<file path="src/rtl/iw_regbank_if.sv">
`default_nettype none
// ============================================================================
//  Module      : iw_regbank_if
//  Description : Write/read bus bundle for iw_regbank (handshake, modes, views).
//  Revision    : 1.0 - initial release
// ============================================================================
interface iw_regbank_if #(
    parameter int WIDTH = 16,
    parameter int DEPTH = 4
);
    localparam int AW = (DEPTH > 1) ? $clog2(DEPTH) : 1;

    logic                   in_valid;
    logic                   in_ready;
    logic [WIDTH-1:0]       in_data;
    logic                   wr_mode;
    logic [AW-1:0]          wr_addr;
    logic                   clear;
    logic                   commit;
    logic [AW-1:0]          rd_addr;
    logic [WIDTH-1:0]       rd_data;
    logic [WIDTH*DEPTH-1:0] regs;
    logic [DEPTH-1:0]       loaded;
    logic                   full;
    logic                   err;

    modport master (
        output in_valid, in_data, wr_mode, wr_addr, clear, commit, rd_addr,
        input  in_ready, rd_data, regs, loaded, full, err
    );

    modport slave (
        input  in_valid, in_data, wr_mode, wr_addr, clear, commit, rd_addr,
        output in_ready, rd_data, regs, loaded, full, err
    );
endinterface
`default_nettype wire

</file>
<file path="src/rtl/iw_regbank.sv">
`default_nettype none
// ============================================================================
//  Module      : iw_regbank
//  Description : Register bank filled sequentially or by address, with
//                written-since-clear tracking. Define IW_REGBANK_SHADOW_EN to
//                stage writes in a shadow bank copied to the active bank on commit.
//  Revision    : 1.0 - initial release
// ============================================================================
module iw_regbank #(
    parameter int WIDTH = 16,
    parameter int DEPTH = 4
) (
    input  wire             clk,
    input  wire             rst_n,
    iw_regbank_if.slave     bus
);
    localparam int AW = (DEPTH > 1) ? $clog2(DEPTH) : 1;
    localparam logic [AW:0]   c_depth_ext = (AW+1)'(DEPTH);
    localparam logic [AW-1:0] c_last      = AW'(DEPTH - 1);

    logic [WIDTH-1:0] r_active [DEPTH];
    logic [AW-1:0]    r_wr_ptr;
    logic             r_full;
    logic             r_err;
    logic [DEPTH-1:0] r_loaded;

    logic             w_ready;
    logic             w_accept;
    logic [AW-1:0]    w_idx;
    logic             w_in_range;
    logic             w_we;
    logic             w_drop;

    always_comb begin
        w_ready    = bus.wr_mode ? !bus.clear : (!r_full && !bus.clear);
        w_accept   = bus.in_valid && w_ready;
        w_idx      = bus.wr_mode ? bus.wr_addr : r_wr_ptr;
        w_in_range = ({1'b0, w_idx} < c_depth_ext);
        w_we       = w_accept && w_in_range;
        w_drop     = w_accept && !w_in_range;
    end

    // Fill tracking; clear blocks acceptance, so it never races a write.
    always_ff @(posedge clk or negedge rst_n) begin
        if (!rst_n) begin
            r_wr_ptr <= '0;
            r_full   <= 1'b0;
            r_err    <= 1'b0;
            r_loaded <= '0;
        end else begin
            r_err <= w_drop;
            if (bus.clear) begin
                r_wr_ptr <= '0;
                r_full   <= 1'b0;
                r_loaded <= '0;
            end else if (w_we) begin
                for (int i = 0; i < DEPTH; i++) begin
                    if (w_idx == AW'(i)) begin
                        r_loaded[i] <= 1'b1;
                    end
                end
                if (!bus.wr_mode) begin
                    if (r_wr_ptr == c_last) begin
                        r_wr_ptr <= '0;
                        r_full   <= 1'b1;
                    end else begin
                        r_wr_ptr <= r_wr_ptr + 1'b1;
                    end
                end
            end
        end
    end

`ifdef IW_REGBANK_SHADOW_EN
    logic [WIDTH-1:0] r_shadow [DEPTH];

    // Commit samples the shadow before this cycle's write lands.
    always_ff @(posedge clk or negedge rst_n) begin
        if (!rst_n) begin
            for (int i = 0; i < DEPTH; i++) begin
                r_shadow[i] <= '0;
                r_active[i] <= '0;
            end
        end else begin
            for (int i = 0; i < DEPTH; i++) begin
                if (w_we && (w_idx == AW'(i))) begin
                    r_shadow[i] <= bus.in_data;
                end
                if (bus.commit) begin
                    r_active[i] <= r_shadow[i];
                end
            end
        end
    end
`else
    logic w_unused_commit;
    assign w_unused_commit = bus.commit;

    always_ff @(posedge clk or negedge rst_n) begin
        if (!rst_n) begin
            for (int i = 0; i < DEPTH; i++) begin
                r_active[i] <= '0;
            end
        end else begin
            for (int i = 0; i < DEPTH; i++) begin
                if (w_we && (w_idx == AW'(i))) begin
                    r_active[i] <= bus.in_data;
                end
            end
        end
    end
`endif

    // Out-of-range read addresses match no register and fall through to zero.
    always_comb begin
        bus.rd_data = '0;
        for (int i = 0; i < DEPTH; i++) begin
            if (bus.rd_addr == AW'(i)) begin
                bus.rd_data = r_active[i];
            end
        end
    end

    always_comb begin
        bus.regs = '0;
        for (int i = 0; i < DEPTH; i++) begin
            bus.regs[i*WIDTH +: WIDTH] = r_active[i];
        end
    end

    assign bus.in_ready = w_ready;
    assign bus.loaded   = r_loaded;
    assign bus.full     = r_full;
    assign bus.err      = r_err;
endmodule
`default_nettype wire

</file>
<file path="src/flat_wrapper.sv">
// flat-port wrapper written by rule: the top's interface ports become plain ports
module iw_regbank_flat 
#(
    parameter int WIDTH = 16,
    parameter int DEPTH = 4
)
  (clk, rst_n, bus_in_valid, bus_in_data, bus_wr_mode, bus_wr_addr, bus_clear, bus_commit, bus_rd_addr, bus_in_ready, bus_rd_data, bus_regs, bus_loaded, bus_full, bus_err);
  iw_regbank_if #(.WIDTH(WIDTH), .DEPTH(DEPTH)) bus_i ();
  input  wire clk;
  input  wire rst_n;
  input wire logic [$bits(bus_i.in_valid)-1:0] bus_in_valid;
  input wire logic [$bits(bus_i.in_data)-1:0] bus_in_data;
  input wire logic [$bits(bus_i.wr_mode)-1:0] bus_wr_mode;
  input wire logic [$bits(bus_i.wr_addr)-1:0] bus_wr_addr;
  input wire logic [$bits(bus_i.clear)-1:0] bus_clear;
  input wire logic [$bits(bus_i.commit)-1:0] bus_commit;
  input wire logic [$bits(bus_i.rd_addr)-1:0] bus_rd_addr;
  output wire logic [$bits(bus_i.in_ready)-1:0] bus_in_ready;
  output wire logic [$bits(bus_i.rd_data)-1:0] bus_rd_data;
  output wire logic [$bits(bus_i.regs)-1:0] bus_regs;
  output wire logic [$bits(bus_i.loaded)-1:0] bus_loaded;
  output wire logic [$bits(bus_i.full)-1:0] bus_full;
  output wire logic [$bits(bus_i.err)-1:0] bus_err;
  assign bus_i.in_valid = bus_in_valid;
  assign bus_i.in_data = bus_in_data;
  assign bus_i.wr_mode = bus_wr_mode;
  assign bus_i.wr_addr = bus_wr_addr;
  assign bus_i.clear = bus_clear;
  assign bus_i.commit = bus_commit;
  assign bus_i.rd_addr = bus_rd_addr;
  assign bus_in_ready = bus_i.in_ready;
  assign bus_rd_data = bus_i.rd_data;
  assign bus_regs = bus_i.regs;
  assign bus_loaded = bus_i.loaded;
  assign bus_full = bus_i.full;
  assign bus_err = bus_i.err;
  iw_regbank #(.WIDTH(WIDTH), .DEPTH(DEPTH)) u_core (.clk(clk), .rst_n(rst_n), .bus(bus_i));
endmodule
</file>
<file path="config.mk">
export PLATFORM = sky130hd
export DESIGN_NAME = iw_regbank_flat
export DESIGN_NICKNAME = d
export VERILOG_FILES = /design/src/rtl/iw_regbank_if.sv /design/src/rtl/iw_regbank.sv /design/src/flat_wrapper.sv
export SDC_FILE = /design/constraint.sdc
export NUM_CORES = 1
export LEC_CHECK = 0
export ABC_AREA = 1
export CELL_PAD_IN_SITES_DETAIL_PLACEMENT = 1
export CELL_PAD_IN_SITES_GLOBAL_PLACEMENT = 2
export CORE_ASPECT_RATIO = 1.5
export CORE_MARGIN = 3
export CORE_UTILIZATION = 28
export CTS_CLUSTER_SIZE = 8
export DETAILED_ROUTE_END_ITERATION = 12
export PLACE_DENSITY = 0.9
export SLEW_MARGIN = 5
export SYNTH_ARGS = -nofsm -noshare
export SYNTH_HDL_FRONTEND = slang
export SYNTH_SLANG_ARGS = --single-unit
</file>
<file path="constraint.sdc">
create_clock -name clk -period 3.3 [get_ports clk]
set_input_delay 0.495 -clock clk [delete_from_list [all_inputs] [get_ports clk]]
set_output_delay 0.495 -clock clk [all_outputs]
set_load 0.005 [all_outputs]
</file>
==> run metrics <==
Post-CTS Resized=0; Synth Net Count=457; dpl hpwl=8340 um; final hold violations=0; CTS tree=built; flop-to-flop setup slack=1290 ps; antenna diode count=0; busiest grt layer=met2; R2R depth=6; top_reg_cell synth=dfrtp_1; VDD IR-drop max=0.000336 V; Layout Utilization=41.2%; post-CTS setup buffers=0; total gr overflow=0; leakage power=0.00234 uW; starting density of the core=28.7%; DR WL/cell=18.3 um; Initial DRC Count=164; die area=13800 um2; Synth async-reset ratio=100%; WL final=12700 um; cell row count=49; synth top area cells=dfrtp_1 51%, nand2_1 21%, nand3_1 9.7%; status=complete, no violations; DRT antenna net count=0; RSZ-0062 raised after global routing=false; vias per cell=4.88; Post-Synthesis Cells=430; share of layout cells above drive strength 1=7.56%; H-tree level count=3; worst r2r dst=u_core.bus.regs[43]$_DFFE_PN0P_; Hold WC Path Type=in -> async; largest net degree at the start of global routing=72; PortBufs=110; Clock Skew=5.94 ps; Worst Path Required=2800 ps; CP Capture Type=output pin; Vert. Die Dim=142 um; RR Startpoint=u_core.bus.full$_DFFE_PN0P_; cell taking the most area after synthesis=dfrtp_1; met2 usage=34.4%; post-synth top area share=51.2%; # DRC=0; Area growth syn-to-layout=43.3%; Synth Register Bits=71; family with the most delay on the worst path=buffers and inverters; clk_lat worst skew=330 ps; mapped cell area=3470 um2; worst slew margin relative to its limit=38.5%; hold_buf cts=0; Final TNS setup=0 ps; slew of the pin with the lowest slew margin=923 ps; slowest cell on the critical path=clkdlybuf4s50_1; CTS sink count=71; Fmax=0.348 GHz; CP peak stage delay=490 ps; Final Setup Violations=0; worst-path cell chain=clkdlybuf4s50_1, nand2_1, clkinv_1, nand2_1, nand4_1, clkdlybuf4s50_1; Final GP Congestion=0.737; sequential area share after synthesis=51.2%; vias in the first global route=3661; Yosys cell types=23; Final nets=564; worst path bufs/invs=3; DR pass1 iterations=4; Root Driver=clkbuf_16; number of buffers created by CTS=9; Total GRT Usage=18.9%; final instance area=4970 um2; GR Layer Usage met1=23.0%; post-synthesis average cell area=8.07 um2; placed cell area=4670 um2; Max Slew Vio Count=0; Syn. warnings=0; crit-path max FO=10; I/O Pins=113; global-route wire length before repair=20600 um; Post-synth EDFFs=0; Setup CP Type=in -> out; Die Wd=96.9 um; startpoint types=primary input; Final Cycle Share=87.1%; Via Count=3391; initial antenna violation count=0; buffer depth of the longest clock path=2; max-cap violation count=0; crit path time final=2870 ps; PwrDens=646 nW/um2; CORE AREA=12100 um2; met3 usage=3.09%; Worst-path clk slew=60 ps; Arr. time, crit path=2380 ps
stage by stage:
step	total power, uW	hold WS (ps)	worst slack (ps)	instances
floorplan	1560	199	1580	430
global placement	2220	472	467	679
detailed placement	2240	482	485	679
CTS	3250	335	473	695
global route	3400	378	280	695
finish	3220	298	426	695
Yosys cell counts, types with 2 or more instances:
master,number
buf_6,8
dfrtp_1,71
nand2_1,190
o21bai_1,16
nand2_2,7
o2111ai_1,6
nor2_4,3
inv_2,2
nor2_1,3
nand4_1,11
inv_1,25
o21ai_0,2
buf_2,7
nand3_1,67
clkbuf_1,4
cells by family (layout without fill, tap and decap cells):
logic type	after synthesis	count (layout)	share of synthesized area (%)
AO/OA/AOI/OAI	25	25	5.44
flip-flops	71	71	51.2
AND/OR/NAND/NOR	283	283	35.4
adder cells (fa/ha/maj)	1	1	0.360
other	1	1	0.108
buffers and inverters	49	161	7.46
worst reg2reg max path, cell delays in order, from the launching register on:
cell	delay, ps
dfrtp_1	410
nand2_2	110
nand3_4	260
inv_4	470
nand2_2	410
nand2_1	170
nand2_1	70
cells in the final DEF, fill, tap and decap left out, types with 2 or more instances in the layout:
master           netlist  final
buf_4                  1      7
clkbuf_16              0      9
clkbuf_8               0      2
clkdlybuf4s50_1        0    109
clkinv_2               0      2
dfrtp_1               71     71
inv_1                 25     25
inv_2                  2      2
nand2_1              190    190
nand2_2                7      7
nand3_1               67     67
nand4_1               11     11
nor2_2                 1      4
nor2_4                 3      3
o2111ai_1              6      6
o21ai_0                2      2
o21bai_1              16     16
final cells by class:
class | instances | area, um2
Timing Repair Buffer | 116 | 1140
Clock inverter | 5 | 56.3
Sequential cell | 71 | 1780
Inverter | 29 | 111
Tap cell | 153 | 191
Multi-Input combinational cell | 310 | 1440
Fill cell | 1434 | 7100
Clock buffer | 11 | 253
per-layer routing:
layer	vias up	share of wire (%)
met2	80	54
met3	10	3.7
met4	0	1.5
li1	1600	-
met1	1701	41
met5	-	0
power breakdown:
group          internal (uW)  switching, uW  leakage, uW  total (uW)
sequential              1070            186     0.000873        1250
clock                    625            375     0.000152        1000
combinational            561            400      0.00132         961
total                   2250            962      0.00234        3220
sequential cells by signal, summed over array words and instances, names as in the netlist:
signal             count
u_core.bus.full        1
u_core.bus.loaded      4
u_core.bus.regs       64
u_core.r_wr_ptr        2
how the worst max path moves through the flow:
| stage | start | to | depth (start not counted) |
|---|---|---|---|
| final | bus_rd_addr[1] | bus_rd_data[5] | 6 |
| after global routing | bus_rd_addr[1] | bus_rd_data[1] | 6 |
| after CTS | bus_rd_addr[1] | bus_rd_data[5] | 6 |
| after detailed placement | bus_rd_addr[1] | bus_rd_data[5] | 6 |
| after global placement | bus_rd_addr[1] | bus_rd_data[5] | 6 |
| after floorplan | bus_rd_addr[0] | bus_rd_data[5] | 5 |
No activity file was read; power rests on OpenSTA's default activity.
